$ cat src/rtl/alsu_cmd_issuer_pkg.sv
// Shared types and constants for the ALSU command issuer.
package alsu_cmd_issuer_pkg;

   localparam int SEL_W  = 5;
   localparam int DATA_W = 4;
   localparam int CMD_W  = SEL_W + 2 * DATA_W;

   // Operation groups carried in cmd_sel[4:3]
   localparam logic [1:0] GRP_LOGIC = 2'b00;
   localparam logic [1:0] GRP_INV   = 2'b01;
   localparam logic [1:0] GRP_CMP   = 2'b10;
   localparam logic [1:0] GRP_SHIFT = 2'b11;

   typedef enum logic [1:0] {
      ST_IDLE,
      ST_LAUNCH,
      ST_CAPTURE,
      ST_HOLD
   } issuer_state_t;

   // One queued command, packed as {sel, a, b}
   typedef struct packed {
      logic [SEL_W-1:0]  sel;
      logic [DATA_W-1:0] a;
      logic [DATA_W-1:0] b;
   } alsu_cmd_t;

endpackage

$ cat src/rtl/alsu_cmd_issuer_if.sv
// Command, ALSU and response signals of the issuer, bundled as one interface.
// The master modport is the issuer's view; the slave modport is the view of
// the surrounding environment (command source, ALSU and response consumer).
interface alsu_cmd_issuer_if #(
   parameter int TAG_W = 4
);
   import alsu_cmd_issuer_pkg::*;

   logic              cmd_valid;
   logic              cmd_ready;
   logic [SEL_W-1:0]  cmd_sel;
   logic [DATA_W-1:0] cmd_a;
   logic [DATA_W-1:0] cmd_b;

   logic [DATA_W-1:0] alu_a;
   logic [DATA_W-1:0] alu_b;
   logic [SEL_W-1:0]  alu_sel;
   logic [DATA_W-1:0] alu_out;

   logic              rsp_valid;
   logic              rsp_ready;
   logic [DATA_W-1:0] rsp_data;
   logic [TAG_W-1:0]  rsp_tag;

   logic              busy;

   modport master (
      input  cmd_valid, cmd_sel, cmd_a, cmd_b, alu_out, rsp_ready,
      output cmd_ready, alu_a, alu_b, alu_sel, rsp_valid, rsp_data, rsp_tag, busy
   );

   modport slave (
      output cmd_valid, cmd_sel, cmd_a, cmd_b, alu_out, rsp_ready,
      input  cmd_ready, alu_a, alu_b, alu_sel, rsp_valid, rsp_data, rsp_tag, busy
   );

endinterface

$ cat src/rtl/alsu_cmd_fifo.sv
// Small synchronous FIFO holding pending {sel, a, b} commands.
// Full/empty come from the registered count only, so a pop in the same
// cycle never opens space for a push into a full FIFO.
module alsu_cmd_fifo #(
   parameter int DEPTH = 4,
   parameter int W     = 13
) (
   input  logic         clk,
   input  logic         rst,
   input  logic         push,
   input  logic         pop,
   input  logic [W-1:0] wdata,
   output logic [W-1:0] rdata,
   output logic         full,
   output logic         empty
);

   localparam int AW = $clog2(DEPTH);
   localparam int CW = AW + 1;
   localparam logic [CW-1:0] FULL_CNT = CW'(DEPTH);

   logic [W-1:0]  mem [DEPTH];
   logic [AW-1:0] wr_ptr;
   logic [AW-1:0] rd_ptr;
   logic [CW-1:0] count;
   logic          do_push;
   logic          do_pop;

   assign full    = (count == FULL_CNT);
   assign empty   = (count == '0);
   assign do_push = push & ~full;
   assign do_pop  = pop & ~empty;
   assign rdata   = mem[rd_ptr];

   // Pointer and occupancy bookkeeping; pointers wrap naturally (power-of-two depth)
   always_ff @(posedge clk) begin
      if (rst) begin
         wr_ptr <= '0;
         rd_ptr <= '0;
         count  <= '0;
      end else begin
         if (do_push) wr_ptr <= wr_ptr + AW'(1);
         if (do_pop)  rd_ptr <= rd_ptr + AW'(1);
         case ({do_push, do_pop})
            2'b10:   count <= count + CW'(1);
            2'b01:   count <= count - CW'(1);
            default: count <= count;
         endcase
      end
   end

   // Storage array; contents are don't-care until written, so no reset
   always_ff @(posedge clk) begin
      if (do_push) mem[wr_ptr] <= wdata;
   end

endmodule

$ cat src/rtl/alsu_cmd_issuer.sv
// Queues ALSU commands, launches them one at a time onto registered ALSU
// inputs, captures the combinational result and hands it out with a
// sequence tag. One response every three cycles when never back-pressured.
module alsu_cmd_issuer
   import alsu_cmd_issuer_pkg::*;
#(
   parameter int FIFO_DEPTH = 4,
   parameter int TAG_W      = 4
) (
   input  logic                 clk,
   input  logic                 rst,
   alsu_cmd_issuer_if.master    bus
);

   issuer_state_t    state;
   issuer_state_t    next_state;
   alsu_cmd_t        head;
   logic             fifo_full;
   logic             fifo_empty;
   logic             push;
   logic             pop;
   logic             capture;
   logic             release_rsp;
   logic [TAG_W-1:0] tag_cnt;

   assign bus.cmd_ready = ~fifo_full & ~rst;
   assign push          = bus.cmd_valid & bus.cmd_ready;
   assign bus.busy      = ~fifo_empty | (state != ST_IDLE);

   alsu_cmd_fifo #(
      .DEPTH (FIFO_DEPTH),
      .W     (CMD_W)
   ) u_fifo (
      .clk   (clk),
      .rst   (rst),
      .push  (push),
      .pop   (pop),
      .wdata ({bus.cmd_sel, bus.cmd_a, bus.cmd_b}),
      .rdata (head),
      .full  (fifo_full),
      .empty (fifo_empty)
   );

   // FSM state register
   always_ff @(posedge clk) begin
      if (rst) state <= ST_IDLE;
      else     state <= next_state;
   end

   // Next-state logic and the per-state pop/capture/release strobes
   always_comb begin
      next_state  = state;
      pop         = 1'b0;
      capture     = 1'b0;
      release_rsp = 1'b0;
      case (state)
         ST_IDLE: begin
            if (!fifo_empty) next_state = ST_LAUNCH;
         end
         ST_LAUNCH: begin
            pop        = 1'b1;
            next_state = ST_CAPTURE;
         end
         ST_CAPTURE: begin
            capture    = 1'b1;
            next_state = ST_HOLD;
         end
         ST_HOLD: begin
            if (bus.rsp_ready) begin
               release_rsp = 1'b1;
               next_state  = fifo_empty ? ST_IDLE : ST_LAUNCH;
            end
         end
         default: next_state = ST_IDLE;
      endcase
   end

   // ALSU operand registers, loaded only while launching so they stay quiet otherwise
   always_ff @(posedge clk) begin
      if (rst) begin
         bus.alu_sel <= '0;
         bus.alu_a   <= '0;
         bus.alu_b   <= '0;
      end else if (pop) begin
         bus.alu_sel <= head.sel;
         bus.alu_a   <= head.a;
         bus.alu_b   <= head.b;
      end
   end

   // Response capture, tag counter and the valid flag held until the consumer takes it
   always_ff @(posedge clk) begin
      if (rst) begin
         bus.rsp_valid <= 1'b0;
         bus.rsp_data  <= '0;
         bus.rsp_tag   <= '0;
         tag_cnt       <= '0;
      end else if (capture) begin
         bus.rsp_valid <= 1'b1;
         bus.rsp_data  <= bus.alu_out;
         bus.rsp_tag   <= tag_cnt;
         tag_cnt       <= tag_cnt + TAG_W'(1);
      end else if (release_rsp) begin
         bus.rsp_valid <= 1'b0;
      end
   end

endmodule

$ cat src/flat_wrapper.sv
// flat-port wrapper written by rule: the top's interface ports become plain ports
module alsu_cmd_issuer_flat import alsu_cmd_issuer_pkg::*;
#(
   parameter int FIFO_DEPTH = 4,
   parameter int TAG_W      = 4
)
  (clk, rst, bus_cmd_valid, bus_cmd_sel, bus_cmd_a, bus_cmd_b, bus_alu_out, bus_rsp_ready, bus_cmd_ready, bus_alu_a, bus_alu_b, bus_alu_sel, bus_rsp_valid, bus_rsp_data, bus_rsp_tag, bus_busy);
  alsu_cmd_issuer_if #(.TAG_W(TAG_W)) bus_i ();
  input  logic clk;
  input  logic rst;
  input wire logic [$bits(bus_i.cmd_valid)-1:0] bus_cmd_valid;
  input wire logic [$bits(bus_i.cmd_sel)-1:0] bus_cmd_sel;
  input wire logic [$bits(bus_i.cmd_a)-1:0] bus_cmd_a;
  input wire logic [$bits(bus_i.cmd_b)-1:0] bus_cmd_b;
  input wire logic [$bits(bus_i.alu_out)-1:0] bus_alu_out;
  input wire logic [$bits(bus_i.rsp_ready)-1:0] bus_rsp_ready;
  output wire logic [$bits(bus_i.cmd_ready)-1:0] bus_cmd_ready;
  output wire logic [$bits(bus_i.alu_a)-1:0] bus_alu_a;
  output wire logic [$bits(bus_i.alu_b)-1:0] bus_alu_b;
  output wire logic [$bits(bus_i.alu_sel)-1:0] bus_alu_sel;
  output wire logic [$bits(bus_i.rsp_valid)-1:0] bus_rsp_valid;
  output wire logic [$bits(bus_i.rsp_data)-1:0] bus_rsp_data;
  output wire logic [$bits(bus_i.rsp_tag)-1:0] bus_rsp_tag;
  output wire logic [$bits(bus_i.busy)-1:0] bus_busy;
  assign bus_i.cmd_valid = bus_cmd_valid;
  assign bus_i.cmd_sel = bus_cmd_sel;
  assign bus_i.cmd_a = bus_cmd_a;
  assign bus_i.cmd_b = bus_cmd_b;
  assign bus_i.alu_out = bus_alu_out;
  assign bus_i.rsp_ready = bus_rsp_ready;
  assign bus_cmd_ready = bus_i.cmd_ready;
  assign bus_alu_a = bus_i.alu_a;
  assign bus_alu_b = bus_i.alu_b;
  assign bus_alu_sel = bus_i.alu_sel;
  assign bus_rsp_valid = bus_i.rsp_valid;
  assign bus_rsp_data = bus_i.rsp_data;
  assign bus_rsp_tag = bus_i.rsp_tag;
  assign bus_busy = bus_i.busy;
  alsu_cmd_issuer #(.FIFO_DEPTH(FIFO_DEPTH), .TAG_W(TAG_W)) u_core (.clk(clk), .rst(rst), .bus(bus_i));
endmodule
$ cat config.mk
export PLATFORM = sky130hd
export DESIGN_NAME = alsu_cmd_issuer_flat
export DESIGN_NICKNAME = d
export VERILOG_FILES = /design/src/rtl/alsu_cmd_issuer_pkg.sv /design/src/rtl/alsu_cmd_issuer_if.sv /design/src/rtl/alsu_cmd_fifo.sv /design/src/rtl/alsu_cmd_issuer.sv /design/src/flat_wrapper.sv
export SDC_FILE = /design/constraint.sdc
export NUM_CORES = 1
export LEC_CHECK = 0
export CORE_AREA = 2 2 86 88
export DETAILED_ROUTE_END_ITERATION = 10
export DIE_AREA = 0 0 88 90
export GPL_ROUTABILITY_DRIVEN = 0
export PLACE_DENSITY = 0.73
export SETUP_SLACK_MARGIN = 0.3
export SLEW_MARGIN = 20
export SYNTH_ARGS = -nofsm -noshare
export SYNTH_HDL_FRONTEND = slang
export SYNTH_SLANG_ARGS = --single-unit
$ cat constraint.sdc
create_clock -name clk -period 7.1 [get_ports clk]
set_input_delay 1.42 -clock clk [delete_from_list [all_inputs] [get_ports clk]]
set_output_delay 1.42 -clock clk [all_outputs]
set_load 0.01 [all_outputs]
Word level (Yosys, flattened, before mapping)
Memories as Yosys holds them, arrays and structs flattened. A register that Yosys moved wholly into a read port is not among the register bits.
Cells that the tools add are included.
{ "word_totals": {"output_inout_bits": 24, "latch_bits": 0, "input_bits": 21, "regBits": 22, "memories": 1, "romBits": 0, "mem_bits_rw": 52, "word_cells": 49} }
{ "classes": {"magnitude_cmp": 0, "n_shift": 0, "add_sub_neg": 5, "n_bitwise": 8, "n_mux": 13, "eq_ne": 8, "reduce_logical": 6, "n_div": 0, "mul": 0} }
{ "memory_table": {"columns": ["memory", "depth", "width", "read_ports", "rd_clocked_by_memory_dff", "write_ports", "line_no", "rtl"], "rows": [
  ["u_core.u_fifo.mem", 4, 13, 1, 1, 1, "alsu_cmd_fifo.sv:22", "logic [W-1:0] mem [DEPTH];"]
]} }
{ "op_table": {"columns": ["op", "count"], "rows": [
  ["two-way mux 1 bit", 9],
  ["case mux 2 bit (4 select lines)", 1],
  ["== test 2 bit, second input constant", 3],
  ["case mux 3 bit (2 select lines)", 1],
  ["nonzero test 2 bit", 3],
  ["adder 2 x 1 -> 2 bit, second input constant", 2],
  ["adder 4 x 1 -> 4 bit, second input constant", 1],
  ["AND 1 bit", 4],
  ["== test 2 x 1 -> 1 bit, second input constant", 2],
  ["two-way mux 2 bit", 2],
  ["!= test 2 bit, second input constant", 2],
  ["adder 3 x 1 -> 3 bit, second input constant", 1],
  ["== test 3 bit, second input constant", 1],
  ["zero test 3 bit", 1],
  ["inverter 1 bit", 3],
  ["subtractor 3 x 1 -> 3 bit, second input constant", 1],
  ["zero test 2 bit", 1],
  ["AND reduction 2 bit", 1],
  ["OR 1 bit", 1]
]} }

Longest topological paths before layout
Gate-level depths: netlist (run 1).
{ "depth": {"word_depth": 7, "mapped_depth": 11, "ltp_nobuf": 10} }

Cells and area by module
A second synthesis (run 1) with hierarchy kept.
{ "hier_totals": {"hier_cells": 231, "hier_area_um2": 3472.1} }
{ "modules_own_cells": {"columns": ["mod", "cells_per_inst", "area_each_um2", "instances", "seq_area_each_um2"], "rows": [
  ["alsu_cmd_fifo", 121, 2354.8, 1, 1741.7],
  ["alsu_cmd_issuer", 110, 1117.3, 1, 560.5]
]} }

Least setup slack after synthesis (run 1)
Ideal clock, no wire load.
{ "synth_path": {"kind": "input-to-output", "start": "input rst", "end": "output bus_cmd_ready", "t_arrival_ns": 2.114, "path_buffers": 2, "required_ns": 5.680, "path_stages": 3, "path_slack_ns": 3.566, "cell_sequence": "clkbuf_1 -> buf_1 -> nor2_1"} }
{ "synth_between": {"elab_chain_cells": 2} }
{ "synth_lines": {"columns": ["item", "line_no", "rtl"], "rows": [
  ["start: declaration", "flat_wrapper.sv:10", "input logic rst;"],
  ["inverter 1 bit", "alsu_cmd_issuer.sv:26", "assign bus.cmd_ready = ~fifo_full & ~rst;"],
  ["AND 1 bit", "alsu_cmd_issuer.sv:26", null],
  ["end: declaration", "flat_wrapper.sv:17", "output wire logic [$bits(bus_i.cmd_ready)-1:0] bus_cmd_ready;"]
]} }
Every way passes these cells.

Worst setup path after layout (run 1)
Ends and elaborated chain as after synthesis.

==> summary.txt, run 1 <==
=================================================================================
Post-detail-place hpwl .............................................      3.51 mm
Area of the die ....................................................     7920 µm²
DRC violations left ................................................            0
Average wire per standard cell .....................................      15.1 µm
Post-detailed-route count of antenna-violating nets ................            0
Reg2reg path depth .................................................            9
Part of the Yosys area used for sequential elements ................        65.8%
Cells on Worst Hold Path ...........................................            2
Hold buffer count at CTS ...........................................            0
Final number of hold-violating endpoints ...........................            0
Post-synthesis cell area ...........................................     3440 µm²
Setup crit start kind .............................................. primary input
Most common cell after layout, fill and taps aside ................. sky130_fd_sc_hd__edfxtp_1
Worst Skew .........................................................      5.90 ps
Minimum setup slack in the final design ............................      2880 ps
Vias per Instance ..................................................         4.98
Clock group share of total power ...................................        32.3%
Layout cell share with drive strength beyond 1 .....................        10.2%
Total congestion overflow ..........................................            0
Syn_area_per_cell ..................................................     15.4 µm²
Yosys cell types ...................................................           37
Cell internal power dissipation ....................................       950 µW
Min Tclk post-route ................................................      4220 ps
Total wirelength of the detailed-routed design .....................      5.62 mm
Initial antenna violation count ....................................            0
Standard-cell row count ............................................           31
Area Growth Syn to Fin .............................................        21.7%
Post-synth top area share ..........................................        45.4%
R2r endpoint ....................................................... u_core.u_fifo.count[2]$_SDFFE_PP0P_
Number of sinks handled by clock tree synthesis ....................           87
Width of the chip ..................................................        88 µm
Root buffer cell ................................................... sky130_fd_sc_hd__clkbuf_8
Maximum number of pins on one net before global-route repair .......           38
Ranking of synthesized cells by area ............................... sky130_fd_sc_hd__edfxtp_1 (45%), sky130_fd_sc_hd__dfxtp_1 (20%), sky130_fd_sc_hd__mux2i_1 (6.7%), sky130_fd_sc_hd__mux4_2 (5.2%), sky130_fd_sc_hd__mux4_1 (3.8%)
Starting Density ...................................................        49.0%
Class of the tightest hold or removal check ........................ flop to flop
Post-placement setup slack .........................................      2870 ps
Unrepaired setup endpoints after global routing ....................           no
Critical hold path startpoint ...................................... u_core.bus.rsp_data[0]$_SDFFE_PP0P_
Arrival time of the worst setup path ...............................      2800 ps
# resized after CTS ................................................            0
Maximum clock frequency ............................................      237 MHz
Maximum buffer depth of the clock tree .............................            2
Top cell type by total area after synthesis ........................ sky130_fd_sc_hd__edfxtp_1
Synth warnings .....................................................            0
Total via count in the routed design ...............................         1859
N_diodes ...........................................................            0
TritonCTS clock tree ...............................................          yes
Synthesized netlist net count ......................................          255
Share of the cycle needed by the critical path after routing .......        59.4%
Critical path class ................................................ primary input to output pin
1st-iter DRT viols .................................................           72
Leakage power ......................................................   0.00143 µW
Critical path endpoint category ....................................   output pin
Total power density per cell area ..................................   303 nW/µm²
Post-route insts no fill ...........................................          373
Maximum level of the CTS H-tree ....................................            3
Max-slew violation count ...........................................            0
Floorplan die height ...............................................        90 µm
Final setup fails ..................................................            0
Clock-pin slew on the worst setup and hold paths ...................        90 ps
Max cap viols ......................................................            0
Input/output buffers ...............................................           44
Final net count ....................................................          301
Number of global-route vias before repair ..........................         1770
Crit Path Max Fanout ...............................................           37
Placed cells .......................................................          357
Fraction of synthesis flops using an asynchronous set or reset pin .           0%
Worst slew pin tran ................................................       918 ps
Filler cells .......................................................          564
Mapped Cells .......................................................          223
Flop and latch count out of synthesis ..............................           87
Global-route wire length before repair .............................      8.79 mm
Worst supply voltage drop on vdd ...................................     0.144 mV
Detailed-router iteration count before antenna repair ..............            4
Relative max-transition margin .....................................        38.7%
Required time at the worst-slack endpoint ..........................      5680 ps
Commonest cells after routing, fill and taps aside ................. sky130_fd_sc_hd__edfxtp_1 (52), sky130_fd_sc_hd__clkdlybuf4s50_1 (44), sky130_fd_sc_hd__dfxtp_1 (35)
Switching power ....................................................       318 µW
# Post-CTS Setup Buffers ...........................................            0
Setup total negative slack .........................................         0 ps
Combinational cell fraction of total power .........................        19.3%
Sequential cell fraction of total power ............................        48.4%
Start of the worst register-to-register path ....................... u_core.state[0]$_SDFFE_PP0P_
Setup slack of the most critical reg-to-reg path ...................      4200 ps
Core Box Area ......................................................     7020 µm²
Overall Global Routing Usage .......................................        15.1%
Number of buffers created by CTS ...................................            9
Hold EP ............................................................ u_core.bus.rsp_data[0]$_SDFFE_PP0P_
Insertion delay to the later sink of the worst-skew pair ...........       350 ps
Number of synthesized flops with an enable pin .....................           52
Outcome ............................................................ finished clean
Sw Share ...........................................................        25.1%
Top-level I/O count ................................................           45
Primary FF master, synth ........................................... sky130_fd_sc_hd__edfxtp_1
=================================================================================
power by group through the flow:
stage               combinational [µW]  clock (µW)  sequential, µW
floorplan                          163           0             622
global placement                   243           0             625
detailed placement                 247           0             626
CTS                                249         420             615
global route                       268         438             620
finish                             244         409             614
critical path: stages:
cell                              delay (ps)
sky130_fd_sc_hd__clkdlybuf4s50_1         450
sky130_fd_sc_hd__buf_4                   350
sky130_fd_sc_hd__nor2_1                   90
sky130_fd_sc_hd__clkdlybuf4s50_1         480
cell usage after synthesis (all sizes together) (2+ instances only):
cell and n:
and2 4, inv 9, mux2i 23, a21oi 4, a21o 2, edfxtp 52
buf 7, nand2b 2, nor2 33, clkbuf 3, dfxtp 35, nor3b 2
mux4 13, nand3 2, nand2 3, ha 10, xor2 6
worst max path at each step:
stage | start | endpoint | slack [ps] | cells past startpoint
6_report | rst | bus_cmd_ready | 2880 | 4
5_1_grt | rst | bus_cmd_ready | 2800 | 4
4_1_cts | rst | bus_cmd_ready | 2860 | 4
3_5_place_dp | rst | bus_cmd_ready | 2870 | 4
3_3_place_gp | rst | bus_cmd_ready | 2870 | 4
2_1_floorplan | rst | bus_cmd_ready | 3570 | 3
cells by family after synthesis:
logic type                 after synthesis  share of synthesized area [%]
adders and majority gates               11                           4.22
muxes                                   37                           16.1
buffers and inverters                   19                           2.95
DFF                                     87                           65.8
and+or+nand+nor                         51                           6.99
xor gates and xnor gates                 7                           1.78
AOI/OAI and AO/OA                       11                           2.15
final cells by class:
type,count,area (µm²),area share [%]
repair buffers,45,448,10.7
multi-input cells,117,1070,25.7
inverters,9,33.8,0.807
well taps,99,124,2.96
flip-flops and latches,87,2260,54.1
clock inverters,7,119,2.84
clock buffers,9,124,2.96
per-stage QoR:
stage	hold WS, ps	power, µW	util, %	cell area (µm²)
floorplan	475	785	-	3440
global placement	470	868	56.1	3940
detailed placement	479	874	56.1	3940
CTS	500	1280	59.6	4180
global route	513	1330	59.6	4180
finish	495	1270	59.6	4180
layer usage:
layer	GRT usage (%)	share of wire, %	up-vias
met4	6.15	1.5	0
met2	23.5	48	40
met5	0	0	-
met1	19.3	47	907
met3	5.14	4.3	9
li1	-	-	903
state kept, by name, indices dropped and copies added (netlist names), 3 cells and up:
register and cells:
u_core.u_fifo.mem 52, u_core.bus.alu_sel 5, u_core.bus.alu_a 4, u_core.bus.alu_b 4
u_core.bus.rsp_data 4, u_core.bus.rsp_tag 4, u_core.tag_cnt 4, u_core.u_fifo.count 3
Note: power is estimated with default switching activity, not from simulation.
==> inputs of run 2 (changes only) <==
clock period = 4.4 ns   (was 7.1 ns; I/O delays follow)
==> run 2 against run 1 <==
Effect of this change: wire length decreased by 1.1%; first-iteration DRC count is 17% lower; via count fell by 0.27%; hold slack improved by 0.65 ps; sequential share of layout area increased by 0.52 points; sequential power grew 61%; flip-flop and latch count stayed put; die area stayed put; count of clock-buffer cells in the layout unchanged; critical path type unchanged; highest routed layer unchanged.
==> summary.txt, run 2 (synthesis results as in run 1) <==
===========================================================================
Minimum setup slack in the final design ......................      1260 ps   -1620 ps
Start of the worst register-to-register path ................. u_core.state[1]$_SDFFE_PP0P_
Average wire per standard cell ...............................      14.8 µm   -1.4%
Most common cell after layout, fill and taps aside ........... sky130_fd_sc_hd__edfxtp_1
Global-route met1 utilization ................................        19.6%   +0.30 points
Total via count in the routed design .........................         1854   -0.27%
Hold EP ...................................................... u_core.bus.rsp_data[3]$_SDFFE_PP0P_
Hold buffer count at CTS .....................................            0   unchanged
Core Box Area ................................................     7020 µm²   unchanged
Maximum buffer depth of the clock tree .......................            2   unchanged
Total congestion overflow ....................................            0   unchanged
Post-placement setup slack ...................................      1110 ps   -1750 ps
Starting Density .............................................        49.0%   unchanged
Largest register FFs .........................................           52   unchanged
Top-level I/O count ..........................................           45   unchanged
Initial antenna violation count ..............................            0   unchanged
Setup crit start kind ........................................ primary input
Layout cell share with drive strength beyond 1 ...............        10.9%   +0.69 points
Width of the chip ............................................        88 µm   unchanged
Detailed-router iteration count before antenna repair ........            4   unchanged
Max-slew violation count .....................................            0   unchanged
# resized after CTS ..........................................            0   unchanged
Root buffer cell ............................................. sky130_fd_sc_hd__clkbuf_8
N_diodes .....................................................            0   unchanged
Filler cells .................................................          544   -3.5%
Outcome ...................................................... finished clean
DRC violations left ..........................................            0   unchanged
Reg2reg path depth ...........................................           11   +2
Worst path buffer plus inverter count ........................            2   -1
Setup slack of the most critical reg-to-reg path .............      1940 ps   -2260 ps
Clock-pin slew on the worst setup and hold paths .............        80 ps   about the same
Standard-cell row count ......................................           31   unchanged
Input/output buffers .........................................           44   unchanged
TritonCTS clock tree .........................................          yes
Cell-by-cell trace of the critical path ...................... clkdlybuf4s50_1 -> nor2_1 -> clkdlybuf4s50_1
Worst slew pin tran ..........................................       892 ps   -25.5 ps
Largest registers ............................................ u_core.u_fifo.mem x52, u_core.bus.alu_sel x5
Final number of hold-violating endpoints .....................            0   unchanged
Arrival time of the worst setup path .........................      2260 ps   -540 ps
Setup total negative slack ...................................         0 ps   unchanged
Post-detail-place hpwl .......................................      3.63 mm   +3.5%
1st-iter DRT viols ...........................................           60   -17%
Maximum level of the CTS H-tree ..............................            3   unchanged
GR Layer Usage met2 ..........................................        24.1%   +0.51 points
Final setup fails ............................................            0   unchanged
Number of buffers created by CTS .............................            9   unchanged
Vias per Instance ............................................         4.96   -0.54%
Insertion delay to the later sink of the worst-skew pair .....       340 ps   about the same
Total power density per cell area ............................   466 nW/µm²   +54%
Most common cell type on the critical path ................... sky130_fd_sc_hd__clkdlybuf4s50_1
Global-route wire length before repair .......................      9.01 mm   +2.5%
R2r endpoint ................................................. u_core.u_fifo.count[2]$_SDFFE_PP0P_
Area Growth Syn to Fin .......................................        20.6%
Total power of the final layout ..............................      1930 µW   +52%
Worst supply voltage drop on vdd .............................     0.287 mV   +99%
Overall Global Routing Usage .................................        15.1%   +0.016 points
Leakage power ................................................   0.00142 µW   -0.62%
Required time at the worst-slack endpoint ....................      3520 ps   -2160 ps
Total wirelength of the detailed-routed design ...............      5.55 mm   -1.1%
GRT busiest layer ............................................         met2
Critical path endpoint category ..............................   output pin
Register containing the most flip-flops in the final layout .. u_core.u_fifo.mem
Worst Skew ...................................................      9.55 ps   +3.65 ps
Critical path class .......................................... primary input to output pin
# Post-CTS Setup Buffers .....................................            0   unchanged
Number of global-route vias before repair ....................         1828   +3.3%
Min Tclk post-route ..........................................      3140 ps
CP peak stage delay ..........................................       650 ps   +170 ps
Area of the die ..............................................     7920 µm²   unchanged
Floorplan die height .........................................        90 µm   unchanged
Final net count ..............................................          302   +0.33%
Commonest cells after routing, fill and taps aside ........... sky130_fd_sc_hd__edfxtp_1 (52), sky130_fd_sc_hd__clkdlybuf4s50_1 (44), sky130_fd_sc_hd__dfxtp_1 (35)
Largest delay contributor family on the critical path ........ buffers and inverters
Number of sinks handled by clock tree synthesis ..............           87   unchanged
GR met3 Demand/Resource ......................................        3.76%   -1.4 points
Max cap viols ................................................            0   unchanged
Relative max-transition margin ...............................        40.4%   +1.7 points
Crit Path Max Fanout .........................................           13   -65%
Maximum clock frequency ......................................      318 MHz
Cell with the largest stage delay on the worst path .......... sky130_fd_sc_hd__clkdlybuf4s50_1
Maximum number of pins on one net before global-route repair .           26   -32%
Post-detailed-route count of antenna-violating nets ..........            0   unchanged
Share of the cycle needed by the critical path after routing .        71.4%
Class of the tightest hold or removal check .................. flop to flop
Cells on Worst Hold Path .....................................            2   unchanged
Unrepaired setup endpoints after global routing ..............           no
Critical hold path startpoint ................................ u_core.bus.rsp_data[3]$_SDFFE_PP0P_
===========================================================================
[run 2: metal layers]
| metal | part of all wire [%] | wire length, µm |
|---|---|---|
| met5 | 0 | 0 |
| met4 | 2.0 | 110 |
| met1 | 45 | 2490 |
| met3 | 3.5 | 196 |
| met2 | 50 | 2760 |
[run 2: cell type report]
class / instances / area, µm² / area share, %
tap: 99 / 124 / 2.99
inverter: 9 / 33.8 / 0.815
multi-input combinational: 117 / 1070 / 25.9
clock buffer: 9 / 124 / 2.99
timing repair buffer: 46 / 455 / 11.0
sequential: 87 / 2260 / 54.6
clock inverter: 7 / 71.3 / 1.72
[run 2: where the power goes]
part	internal [µW]	switching (µW)	total (µW)	leakage (µW)
Combinational	220	178	398	0.000558
Clock	265	278	542	0.000104
Sequential	934	56.8	991	0.000757
Total	1420	512	1930	0.00142
[run 2: worst register-to-register path, stage by stage, from the launching register on]
cell,delay (ps)
sky130_fd_sc_hd__dfxtp_1,350
sky130_fd_sc_hd__inv_1,110
sky130_fd_sc_hd__ha_1,150
sky130_fd_sc_hd__buf_4,270
sky130_fd_sc_hd__o31ai_1,160
sky130_fd_sc_hd__inv_1,90
sky130_fd_sc_hd__ha_1,180
sky130_fd_sc_hd__inv_1,70
sky130_fd_sc_hd__fa_1,430
sky130_fd_sc_hd__xor2_1,150
sky130_fd_sc_hd__or3_1,300
sky130_fd_sc_hd__a21oi_1,130
[run 2: worst max-delay path by stage]
stage               from                                   to  slack, ps  depth (start not counted)
global placement     rst  u_core.u_fifo.count[2]$_SDFFE_PP0P_       1160                          9
global route         rst                        bus_cmd_ready       1150                          3
CTS                  rst                        bus_cmd_ready       1220                          3
finish               rst                        bus_cmd_ready       1260                          3
floorplan            rst  u_core.u_fifo.count[2]$_SDFFE_PP0P_       1770                          9
detailed placement   rst  u_core.u_fifo.count[2]$_SDFFE_PP0P_       1110                          9
[run 2: through the flow]
| step | instances | hold slack (ps) | instance area, µm² | util (%) |
|---|---|---|---|---|
| after floorplan | 223 | 475 | 3440 | - |
| after global placement | 358 | 472 | 3950 | 56.2 |
| after detailed placement | 358 | 480 | 3950 | 56.2 |
| after CTS | 374 | 499 | 4140 | 59.0 |
| after global routing | 374 | 530 | 4140 | 59.0 |
| final | 374 | 495 | 4140 | 59.0 |
==> inputs of run 3 (changes only) <==
CORE_AREA = 2 2 87 89   (was 2 2 86 88)
DIE_AREA = 0 0 89 91   (was 0 0 88 90)
PLACE_DENSITY = 0.74   (was 0.73)
clock period = 2.6 ns   (was 4.4 ns; I/O delays follow)
==> run 3 against run 2 <==
Effect of this change: total power grew 73%; critical path depth grew 7; die area grew 2.3%; wire length grew 1.6%; flip-flop and latch count is the same; global-route usage grew 0.14 points; non-clock buffer count grew 8; hold slack lost 3.0 ps; sequential power grew 69%.
==> summary.txt, run 3 (synthesis results as in run 1) <==
===========================================================================
Average wire per standard cell ...............................      14.8 µm   -0.26%
Setup total negative slack ...................................         0 ps   unchanged
Required time at the worst-slack endpoint ....................      2880 ps   -640 ps
Detailed-router iteration count before antenna repair ........            4   unchanged
Number of buffers created by CTS .............................            9   unchanged
Starting Density .............................................        48.2%   -0.80 points
Width of the chip ............................................        89 µm   +1.1%
Max cap viols ................................................            0   unchanged
Final net count ..............................................          310   +2.6%
Min Tclk post-route ..........................................      2160 ps
Outcome ...................................................... finished clean
GR met3 Demand/Resource ......................................        6.27%   +2.5 points
Max-slew violation count .....................................            0   unchanged
Number of sinks handled by clock tree synthesis ..............           87   unchanged
Register containing the most flip-flops in the final layout .. u_core.u_fifo.mem
Layout cell share with drive strength beyond 1 ...............        14.5%   +3.6 points
Unrepaired setup endpoints after global routing ..............          yes
Area Growth Syn to Fin .......................................        22.9%
Post-detailed-route count of antenna-violating nets ..........            0   unchanged
Worst Skew ...................................................      5.90 ps   -3.65 ps
Class of the tightest hold or removal check .................. flop to flop
Total wirelength of the detailed-routed design ...............      5.64 mm   +1.6%
TritonCTS clock tree .........................................          yes
Maximum level of the CTS H-tree ..............................            3   unchanged
Total power density per cell area ............................   790 nW/µm²   +70%
Vias per Instance ............................................         4.96   about the same
Footprint of the flip-flops and latches ......................     2260 µm²   about the same
Origin of the worst setup path ............................... u_core.state[1]$_SDFFE_PP0P_
Overall Global Routing Usage .................................        15.3%   +0.14 points
Maximum number of pins on one net before global-route repair .           36   +38%
Leakage power ................................................   0.00146 µW   +2.9%
Relative max-transition margin ...............................        53.5%   +13 points
Insertion delay to the later sink of the worst-skew pair .....       350 ps   about the same
Area of the die ..............................................     8100 µm²   +2.3%
Floorplan die height .........................................        91 µm   +1.1%
Number of global-route vias before repair ....................         1850   +1.2%
# Post-CTS Setup Buffers .....................................            0   unchanged
Total congestion overflow ....................................            0   unchanged
Share of the cycle needed by the critical path after routing .        83.0%
Final setup fails ............................................            0   unchanged
Maximum clock frequency ......................................      464 MHz
WHS ..........................................................       492 ps   -3.03 ps
Largest register FFs .........................................           52   unchanged
Core Box Area ................................................     7140 µm²   +1.7%
1st-iter DRT viols ...........................................          103   +72%
Top-level I/O count ..........................................           45   unchanged
Total power of the final layout ..............................      3340 µW   +73%
Critical hold path startpoint ................................ u_core.bus.rsp_valid$_SDFFE_PP0P_
Post-route insts no fill .....................................          381   +1.9%
Placed cells .................................................          366   +2.2%
Post-detail-place hpwl .......................................      3.63 mm   about the same
GRT busiest layer ............................................         met2
Start of the worst register-to-register path ................. u_core.state[1]$_SDFFE_PP0P_
Root buffer cell ............................................. sky130_fd_sc_hd__clkbuf_8
Maximum buffer depth of the clock tree .......................            2   unchanged
Critical path endpoint category ..............................         flop
Setup crit start kind ........................................         flop
Final number of hold-violating endpoints .....................            0   unchanged
GR Layer Usage met2 ..........................................        24.8%   +0.70 points
Critical path class .......................................... flop to flop
Arrival time of the worst setup path .........................      2440 ps   +180 ps
Area of combinational cells with multiple inputs .............     1080 µm²   +0.93%
Most common cell after layout, fill and taps aside ........... sky130_fd_sc_hd__edfxtp_1
Global-route met1 utilization ................................        18.5%   -1.1 points
Worst supply voltage drop on vdd .............................     0.450 mV   +57%
Worst slew pin tran ..........................................       698 ps   -195 ps
Filler cells .................................................          569   +4.6%
Initial antenna violation count ..............................            0   unchanged
Input/output buffers .........................................           44   unchanged
Commonest cells after routing, fill and taps aside ........... sky130_fd_sc_hd__edfxtp_1 (52), sky130_fd_sc_hd__clkdlybuf4s50_1 (43), sky130_fd_sc_hd__dfxtp_1 (34)
N_diodes .....................................................            0   unchanged
Global-route wire length before repair .......................      9.09 mm   +0.84%
Total via count in the routed design .........................         1888   +1.8%
Standard-cell row count ......................................           31   unchanged
Clock-pin slew on the worst setup and hold paths .............        80 ps   about the same
Hold buffer count at CTS .....................................            0   unchanged
DRC violations left ..........................................            0   unchanged
Largest registers ............................................ u_core.u_fifo.mem x52, u_core.bus.alu_sel x5
Crit Path Max Fanout .........................................            4   -9
===========================================================================
## run 3: changes by cell type in the layout (fill, tap and decap cells not counted), moves of 2 or more
cell / delta
sky130_fd_sc_hd__ha_2: +2
sky130_fd_sc_hd__clkinv_2: -3
sky130_fd_sc_hd__buf_4: +8
sky130_fd_sc_hd__ha_1: -2
## run 3: what timing repair did
| action | CTS | global route |
|---|---|---|
| endpoints found under the setup margin | 1 | 2 |
| pin swaps | 0 | 0 |
| gates resized for setup | 4 | 3 |
## run 3: power by group
group,switching [µW],internal (µW)
clock,444,533
sequential,86.5,1580
combinational,317,377
total,848,2490
## run 3: area by class of cell
type	count	area share, %
flip-flops and latches	87	53.6
inverters	9	0.800
clock inverters	6	2.01
clock buffers	9	2.93
well taps	99	2.93
multi-input cells	117	25.7
repair buffers	54	12.1
## run 3: worst paths after layout
check,slack (ps),cells after the start,to
setup / recovery,440,10,u_core.u_fifo.count[2]$_SDFFE_PP0P_
hold / removal,490,2,u_core.bus.rsp_valid$_SDFFE_PP0P_
setup reg to reg,440,10,u_core.u_fifo.count[2]$_SDFFE_PP0P_
hold reg to reg,490,2,u_core.bus.rsp_valid$_SDFFE_PP0P_
## run 3: stage by stage
step	setup slack, ps	instance area, µm²	utilization (%)
final	443	4220	59.2
after global routing	258	4220	59.2
after CTS	323	4220	59.2
after detailed placement	75.4	4010	56.2
after global placement	125	4010	56.2
after floorplan	329	3440	-
## run 3: routing by layer
layer | wire [µm] | share of wire, %
met2 | 2840 | 50
met3 | 315 | 5.6
met1 | 2440 | 43
met4 | 41 | 0.73
met5 | 0 | 0
## run 3: worst max-delay path, stage by stage (launching register included)
cell,delay (ps)
sky130_fd_sc_hd__dfxtp_1,340
sky130_fd_sc_hd__inv_1,100
sky130_fd_sc_hd__ha_2,190
sky130_fd_sc_hd__o31ai_1,100
sky130_fd_sc_hd__inv_1,90
sky130_fd_sc_hd__ha_1,180
sky130_fd_sc_hd__inv_1,70
sky130_fd_sc_hd__fa_1,430
sky130_fd_sc_hd__xor2_1,150
sky130_fd_sc_hd__or3_1,300
sky130_fd_sc_hd__a21oi_1,150
